### src/rtl/hazard_control_pkg.sv
// Shared pipeline definitions for the hazard controller: FSM state encodings,
// divider timeout limit, performance counter width and the control bundle.
package hazard_control_pkg;

   // Controller states; the encodings are fixed so other pipeline blocks can
   // decode them.
   typedef enum logic {
      IDLE     = 1'b0,
      DIV_WAIT = 1'b1
   } hc_state_e;

   // Divider watchdog: number of DIV_WAIT cycles tolerated before giving up.
   localparam int              TMO_W       = 6;
   localparam logic [TMO_W-1:0] DIV_TIMEOUT = 6'd63;

   // Performance counter geometry.
   localparam int              CNT_W   = 16;
   localparam logic [CNT_W-1:0] CNT_MAX = 16'hFFFF;

   // Every pipeline control line driven by the controller, kept together so
   // the decode logic can default the whole bundle in one assignment.
   typedef struct packed {
      logic div_start;
      logic pc_stall;
      logic if_id_stall;
      logic id_ex_stall;
      logic if_id_flush;
      logic id_ex_flush;
      logic ex_mem_bubble;
   } hc_ctrl_t;

   // A load in EX feeds a register that the ID instruction really reads.
   // Register x0 is hard-wired to zero, so it never creates a dependency.
   function automatic logic load_use_hazard(
      input logic       mem_read,
      input logic [4:0] ex_rd,
      input logic [4:0] rs1,
      input logic       uses_rs1,
      input logic [4:0] rs2,
      input logic       uses_rs2
   );
      return mem_read && (ex_rd != 5'd0) &&
             ((uses_rs1 && (rs1 == ex_rd)) || (uses_rs2 && (rs2 == ex_rd)));
   endfunction

endpackage

### src/rtl/hazard_control_sat_counter16.sv
// 16-bit event counter that sticks at its maximum instead of wrapping.
// Used for the stall and flush performance counters.
module sat_counter16
   import hazard_control_pkg::*;
(
   input  logic             CLK,
   input  logic             RESET,
   input  logic             EN,
   output logic [CNT_W-1:0] COUNT
);

   // Count enabled cycles, holding at the top value once reached.
   always_ff @(posedge CLK or posedge RESET) begin
      // NOTE: clocked state uses non-blocking (<=) so every register samples
      // pre-edge values; blocking here would create order-dependent races.
      if (RESET) begin
         COUNT <= '0;
      end else if (EN && (COUNT != CNT_MAX)) begin
         COUNT <= COUNT + 1'b1;
      end
   end

endmodule

### src/rtl/hazard_control.sv
// Pipeline hazard controller: load-use interlock, taken-branch flush and a
// multi-cycle divider handshake with a watchdog, plus stall/flush counters.
// All pipeline control lines are combinational from state and inputs.
module hazard_control
   import hazard_control_pkg::*;
(
   input  logic             CLK,
   input  logic             RESET,
   input  logic [4:0]       ID_RS1,
   input  logic [4:0]       ID_RS2,
   input  logic             ID_USES_RS1,
   input  logic             ID_USES_RS2,
   input  logic [4:0]       EX_RD,
   input  logic             EX_MEM_READ,
   input  logic             EX_BRANCH_TAKEN,
   input  logic             EX_IS_DIV,
   input  logic             DIV_DONE,
   output logic             DIV_START,
   output logic             PC_STALL,
   output logic             IF_ID_STALL,
   output logic             ID_EX_STALL,
   output logic             IF_ID_FLUSH,
   output logic             ID_EX_FLUSH,
   output logic             EX_MEM_BUBBLE,
   output logic             DIV_ERROR,
   output logic [CNT_W-1:0] STALL_CYCLES,
   output logic [CNT_W-1:0] FLUSH_EVENTS
);

   hc_state_e        state_q;
   hc_state_e        state_d;
   logic [TMO_W-1:0] tmo_q;
   logic             error_set;
   logic             load_use;
   hc_ctrl_t         ctrl;

   assign load_use = load_use_hazard(EX_MEM_READ, EX_RD, ID_RS1, ID_USES_RS1,
                                     ID_RS2, ID_USES_RS2);

   // State register; reset abandons any divide in flight.
   always_ff @(posedge CLK or posedge RESET) begin
      if (RESET) begin
         state_q <= IDLE;
      end else begin
         state_q <= state_d;
      end
   end

   // Watchdog: zero while idle, so it starts from 0 on every DIV_WAIT entry,
   // then counts each cycle spent waiting on the divider.
   always_ff @(posedge CLK or posedge RESET) begin
      if (RESET) begin
         tmo_q <= '0;
      end else if (state_q == IDLE) begin
         tmo_q <= '0;
      end else begin
         tmo_q <= tmo_q + 1'b1;
      end
   end

   // Sticky divider-timeout flag; only reset clears it.
   always_ff @(posedge CLK or posedge RESET) begin
      if (RESET) begin
         DIV_ERROR <= 1'b0;
      end else if (error_set) begin
         DIV_ERROR <= 1'b1;
      end
   end

   // Next-state and control decode. Branch redirect has top priority in
   // IDLE; while waiting on the divider, only DIV_DONE and the watchdog matter.
   always_comb begin
      // NOTE: every output of this block gets a default first, so no path
      // leaves a signal unassigned and no latch is inferred.
      ctrl      = '0;
      state_d   = state_q;
      error_set = 1'b0;
      case (state_q)
         IDLE: begin
            if (EX_BRANCH_TAKEN) begin
               ctrl.if_id_flush = 1'b1;
               ctrl.id_ex_flush = 1'b1;
            end else if (EX_IS_DIV) begin
               ctrl.div_start     = 1'b1;
               ctrl.pc_stall      = 1'b1;
               ctrl.if_id_stall   = 1'b1;
               ctrl.id_ex_stall   = 1'b1;
               ctrl.ex_mem_bubble = 1'b1;
               state_d            = DIV_WAIT;
            end else if (load_use) begin
               ctrl.pc_stall    = 1'b1;
               ctrl.if_id_stall = 1'b1;
               ctrl.id_ex_flush = 1'b1;
            end
         end
         DIV_WAIT: begin
            if (DIV_DONE) begin
               // Result is ready: release everything so the divide retires.
               state_d = IDLE;
            end else if (tmo_q == DIV_TIMEOUT) begin
               // Divider never answered: flag it and let the pipeline go.
               state_d   = IDLE;
               error_set = 1'b1;
            end else begin
               ctrl.pc_stall      = 1'b1;
               ctrl.if_id_stall   = 1'b1;
               ctrl.id_ex_stall   = 1'b1;
               ctrl.ex_mem_bubble = 1'b1;
            end
         end
      endcase
   end

   assign DIV_START     = ctrl.div_start;
   assign PC_STALL      = ctrl.pc_stall;
   assign IF_ID_STALL   = ctrl.if_id_stall;
   assign ID_EX_STALL   = ctrl.id_ex_stall;
   assign IF_ID_FLUSH   = ctrl.if_id_flush;
   assign ID_EX_FLUSH   = ctrl.id_ex_flush;
   assign EX_MEM_BUBBLE = ctrl.ex_mem_bubble;

   // Cycles in which the front end was held.
   sat_counter16 u_stall_cnt (
      .CLK   (CLK),
      .RESET (RESET),
      .EN    (ctrl.pc_stall),
      .COUNT (STALL_CYCLES)
   );

   // Cycles in which the fetched instruction was squashed.
   sat_counter16 u_flush_cnt (
      .CLK   (CLK),
      .RESET (RESET),
      .EN    (ctrl.if_id_flush),
      .COUNT (FLUSH_EVENTS)
   );

endmodule

### config.mk
export PLATFORM = sky130hd
export DESIGN_NAME = hazard_control
export DESIGN_NICKNAME = d
export VERILOG_FILES = /design/src/rtl/hazard_control_pkg.sv /design/src/rtl/hazard_control_sat_counter16.sv /design/src/rtl/hazard_control.sv
export SDC_FILE = /design/constraint.sdc
export NUM_CORES = 1
export LEC_CHECK = 0
export CAP_MARGIN = 20
export CORE_MARGIN = 3
export CORE_UTILIZATION = 30
export DETAILED_ROUTE_END_ITERATION = 7
export MAX_ROUTING_LAYER = met4
export SLEW_MARGIN = 20
export SYNTH_ARGS = -nofsm -noshare
export SYNTH_HDL_FRONTEND = slang
export SYNTH_SLANG_ARGS = --single-unit
### constraint.sdc
create_clock -name CLK -period 1.9 [get_ports CLK]
set_input_delay 0.285 -clock CLK [delete_from_list [all_inputs] [get_ports CLK]]
set_output_delay 0.285 -clock CLK [all_outputs]
set_load 0.02 [all_outputs]
==> results of run 1 <==
-- worst register-to-register path, stage by stage, from the launching register on --
cell,delay (ns)
dfrtp_1,0.42
ha_4,0.17
nand3_4,0.08
o21ai_4,0.20
nand2_4,0.09
a21oi_4,0.19
bufbuf_16,0.30
buf_4,0.14
nor3_4,0.04
xor2_1,0.14
-- flip-flops by register name, indices dropped and copies added (netlist names) --
| signal | count |
|---|---|
| state_q | 1 |
| tmo_q | 6 |
| u_flush_cnt.COUNT | 16 |
| DIV_ERROR | 1 |
| u_stall_cnt.COUNT | 16 |
-- power by group through the flow --
stage	Sequential, mW	Clock [mW]	Combinational [mW]
floorplan	1.40	0	0.370
global placement	1.17	0	1.29
detailed placement	1.17	0	1.31
CTS	1.15	0.783	1.36
global route	1.20	0.808	1.52
finish	1.17	0.773	1.42
-- final timing paths --
kind,endpoint,slack (ns)
max,IF_ID_STALL,-0.02
min,u_stall_cnt.COUNT[12],0.42
max reg2reg,u_stall_cnt.COUNT[3],0.04
min reg2reg,DIV_ERROR,0.48
max in group asynchronous,u_flush_cnt.COUNT[0],1.09
min in group CLK,DIV_ERROR,0.48
-- layout by cell type, fill, tap and decap left out, drive strengths merged, types with 9 or more instances in the layout --
master and count:
dlygate4sd2 11, xnor2 23, nor2 17, dfrtp 40
buf 55, clkbuf 9, nand2 22, clkdlybuf4s50 40
inv 10, nand3 13, xor2 16
-- routing by layer --
| metal | part of all wire | GRT usage | vias to the layer above |
|---|---|---|---|
| met1 | 0.45 | 0.174 | 890 |
| met2 | 0.50 | 0.231 | 47 |
| li1 | - | - | 923 |
| met5 | 0 | - | - |
| met3 | 0.034 | 0.0249 | 6 |
| met4 | 0.0097 | 0.0402 | 0 |
-- final cells by class --
cell class	count	area, µm²
fillers	646	3350
multi-input cells	150	1270
flip-flops and latches	40	1010
repair buffers	112	996
well taps	96	120
clock buffers	7	96.3
inverters	10	37.5
clock inverters	1	30.0
-- through the flow --
step | hold WS, ns | utilization | power, mW | area, µm² | worst slack [ns]
after detailed placement | 0.469 | 0.465 | 2.48 | 3210 | -0.697
after global placement | 0.462 | 0.465 | 2.46 | 3210 | -0.675
final | 0.415 | 0.515 | 3.36 | 3560 | -0.0189
after CTS | 0.445 | 0.500 | 3.30 | 3450 | -0.0132
after floorplan | 0.431 | - | 1.77 | 2170 | -0.0976
after global routing | 0.483 | 0.515 | 3.53 | 3560 | -0.0906
-- cell families after synthesis --
logic type / count (synthesis) / share of synthesized area
fa+ha+maj: 3 / 0.0173
xor+xnor: 39 / 0.158
simple gates: 88 / 0.238
mux: 5 / 0.0295
flops: 40 / 0.462
buf+inv: 14 / 0.0318
compound gates: 15 / 0.0636
-- what timing repair did --
action	CTS	global route
pin swaps	21	12
gates resized for setup	59	24
gates cloned	1	0
endpoints found under the setup margin	23	22
buffers inserted	5	0
==> impl_metrics.toml, run 1 <==
[logic_synthesis]
syn_inst = 204
synth_cell_types = 39
avgSynthCellArea_um2 = 10.6
yosys_warnings = 0
async_reset_ff_frac = 1.00
syn_nets = 230
ys_seq_elements = 40
yosys-top-cells-area = "dfrtp_1, xnor2_1, xor2_1"
ys_seq_area_frac = 0.462
ys.flop_type = "dfrtp_1"
synth.most_common_cell = "dfrtp_1"
synth_top_area_frac = 0.462
syn_area_um2 = 2160
synth_edf_count = 0
synthTopCellsByCount = "dfrtp_1, xnor2_1, nand2_1, xor2_1, nor2_1"
synth_largest_area_cell = "dfrtp_1"

[route]
drtIter0Drc = 41
dr.pass1.iters = 4
drtAntennaViolNets = 0
viasPerCell = 4.49
avgRoutedWirePerCell_um = 13.1
vias = 1866
drc = 0
routed_wl_um = 5450

[critical_path]
crit_path_end_kind = "primary output"
cp.required_ns = 1.62
slowest_stage = "dfrtp_1"
path_delay_family = "flip-flops"
cp-startpoint = "tmo_q[1]"
r2r-start = "tmo_q[1]"
arrival_ns = 1.63
critical_path_class = "reg2out"
cp-start-kind = "flop"
critPathMaxStageDelay_ns = 0.42
path_depth = 7
ff2ff_path_depth = 9
cp_max_fo = 4
cp_num_buf_inv = 2
cp_cell_sequence = "ha_4 > nand3_4 > o21ai_4 > nand2_4 > a21oi_4 > inv_2 > buf_6"

[floorplan]
initial_core_util = 0.313
die_height_um = 90.9
die_area_um2 = 8270
core.rowCount = 30
die_x_um = 90.9
core_area_um2 = 6910
io_pins = 63

[cts]
clk_latency_ns = 0.29
clk_pin_slew_ns = 0.08
cts_inserted_buffers = 5
htree_num_levels = 2
cts_root_buffer = "clkbuf_8"
hold_buffers = 0
tritoncts = "done"
clock_path_buffers = 2
clkSinkCount = 40

[place]
dp.cells = 402
gp_congestion = 0.758
dp_hpwl_um = 3920
port_buffers = 62

[layout]
drive_gt1_frac = 0.334
layoutNonFillerInstCount = 416
n_antenna_cell = 0
fin_nets = 345
area_growth_pct = 64.3

[grt]
grt_max_degree = 41
antenna_found_initial = 0
grt_pass1_vias = 1941
grt_pass1_wl_um = 9290
globalRouteOverflowTotal = 0
track_usage = 0.139

[sta]
slew_violations = 0
setup_viol = 2
tns_ns = -0.0377
fin_skew_ns = 0.00904
finalHoldViolCount = 0
tightestPinTransition_ns = 0.519
maxSlewHeadroom = 0.654
rsz0062_at_grt = "true"
post-route-period-util = 1.01
fin_ws_ns = -0.0189
finalCriticalPeriod_ns = 1.92
fmax_ghz = 0.521

[pwr]
intPower_mw = 2.23
p_sw_frac = 0.337
p_leak_nw = 1.59
power_density_nw_per_um2 = 946
power_frac_comb = 0.421
switchingPower_mw = 1.13
ir_drop_uv = 295
clockPowerShare = 0.230
p_seq_frac = 0.349

[outcome]
violations = "negative setup slack"
run_status = "complete, but fails checks"

[run]
drv_cap = 0

[worst_hold_path]
hp-class = "in2async"
(Power assumes the default switching activity.)
==> run 2, diff against run 1 <==
--- a/config.mk
+++ b/config.mk
@@ -5,10 +5,13 @@
 export SDC_FILE = /design/constraint.sdc
 export NUM_CORES = 1
 export LEC_CHECK = 0
+export ABC_CLOCK_PERIOD_IN_PS = 1900
 export CAP_MARGIN = 20
 export CORE_MARGIN = 3
 export CORE_UTILIZATION = 30
+export CTS_CLUSTER_DIAMETER = 120
 export DETAILED_ROUTE_END_ITERATION = 7
+export GPL_TIMING_DRIVEN = 1
 export MAX_ROUTING_LAYER = met4
 export SLEW_MARGIN = 20
 export SYNTH_ARGS = -nofsm -noshare
==> results of run 2 <==
Same layout as run 1: the final DEF is identical, and so are final timing and power.
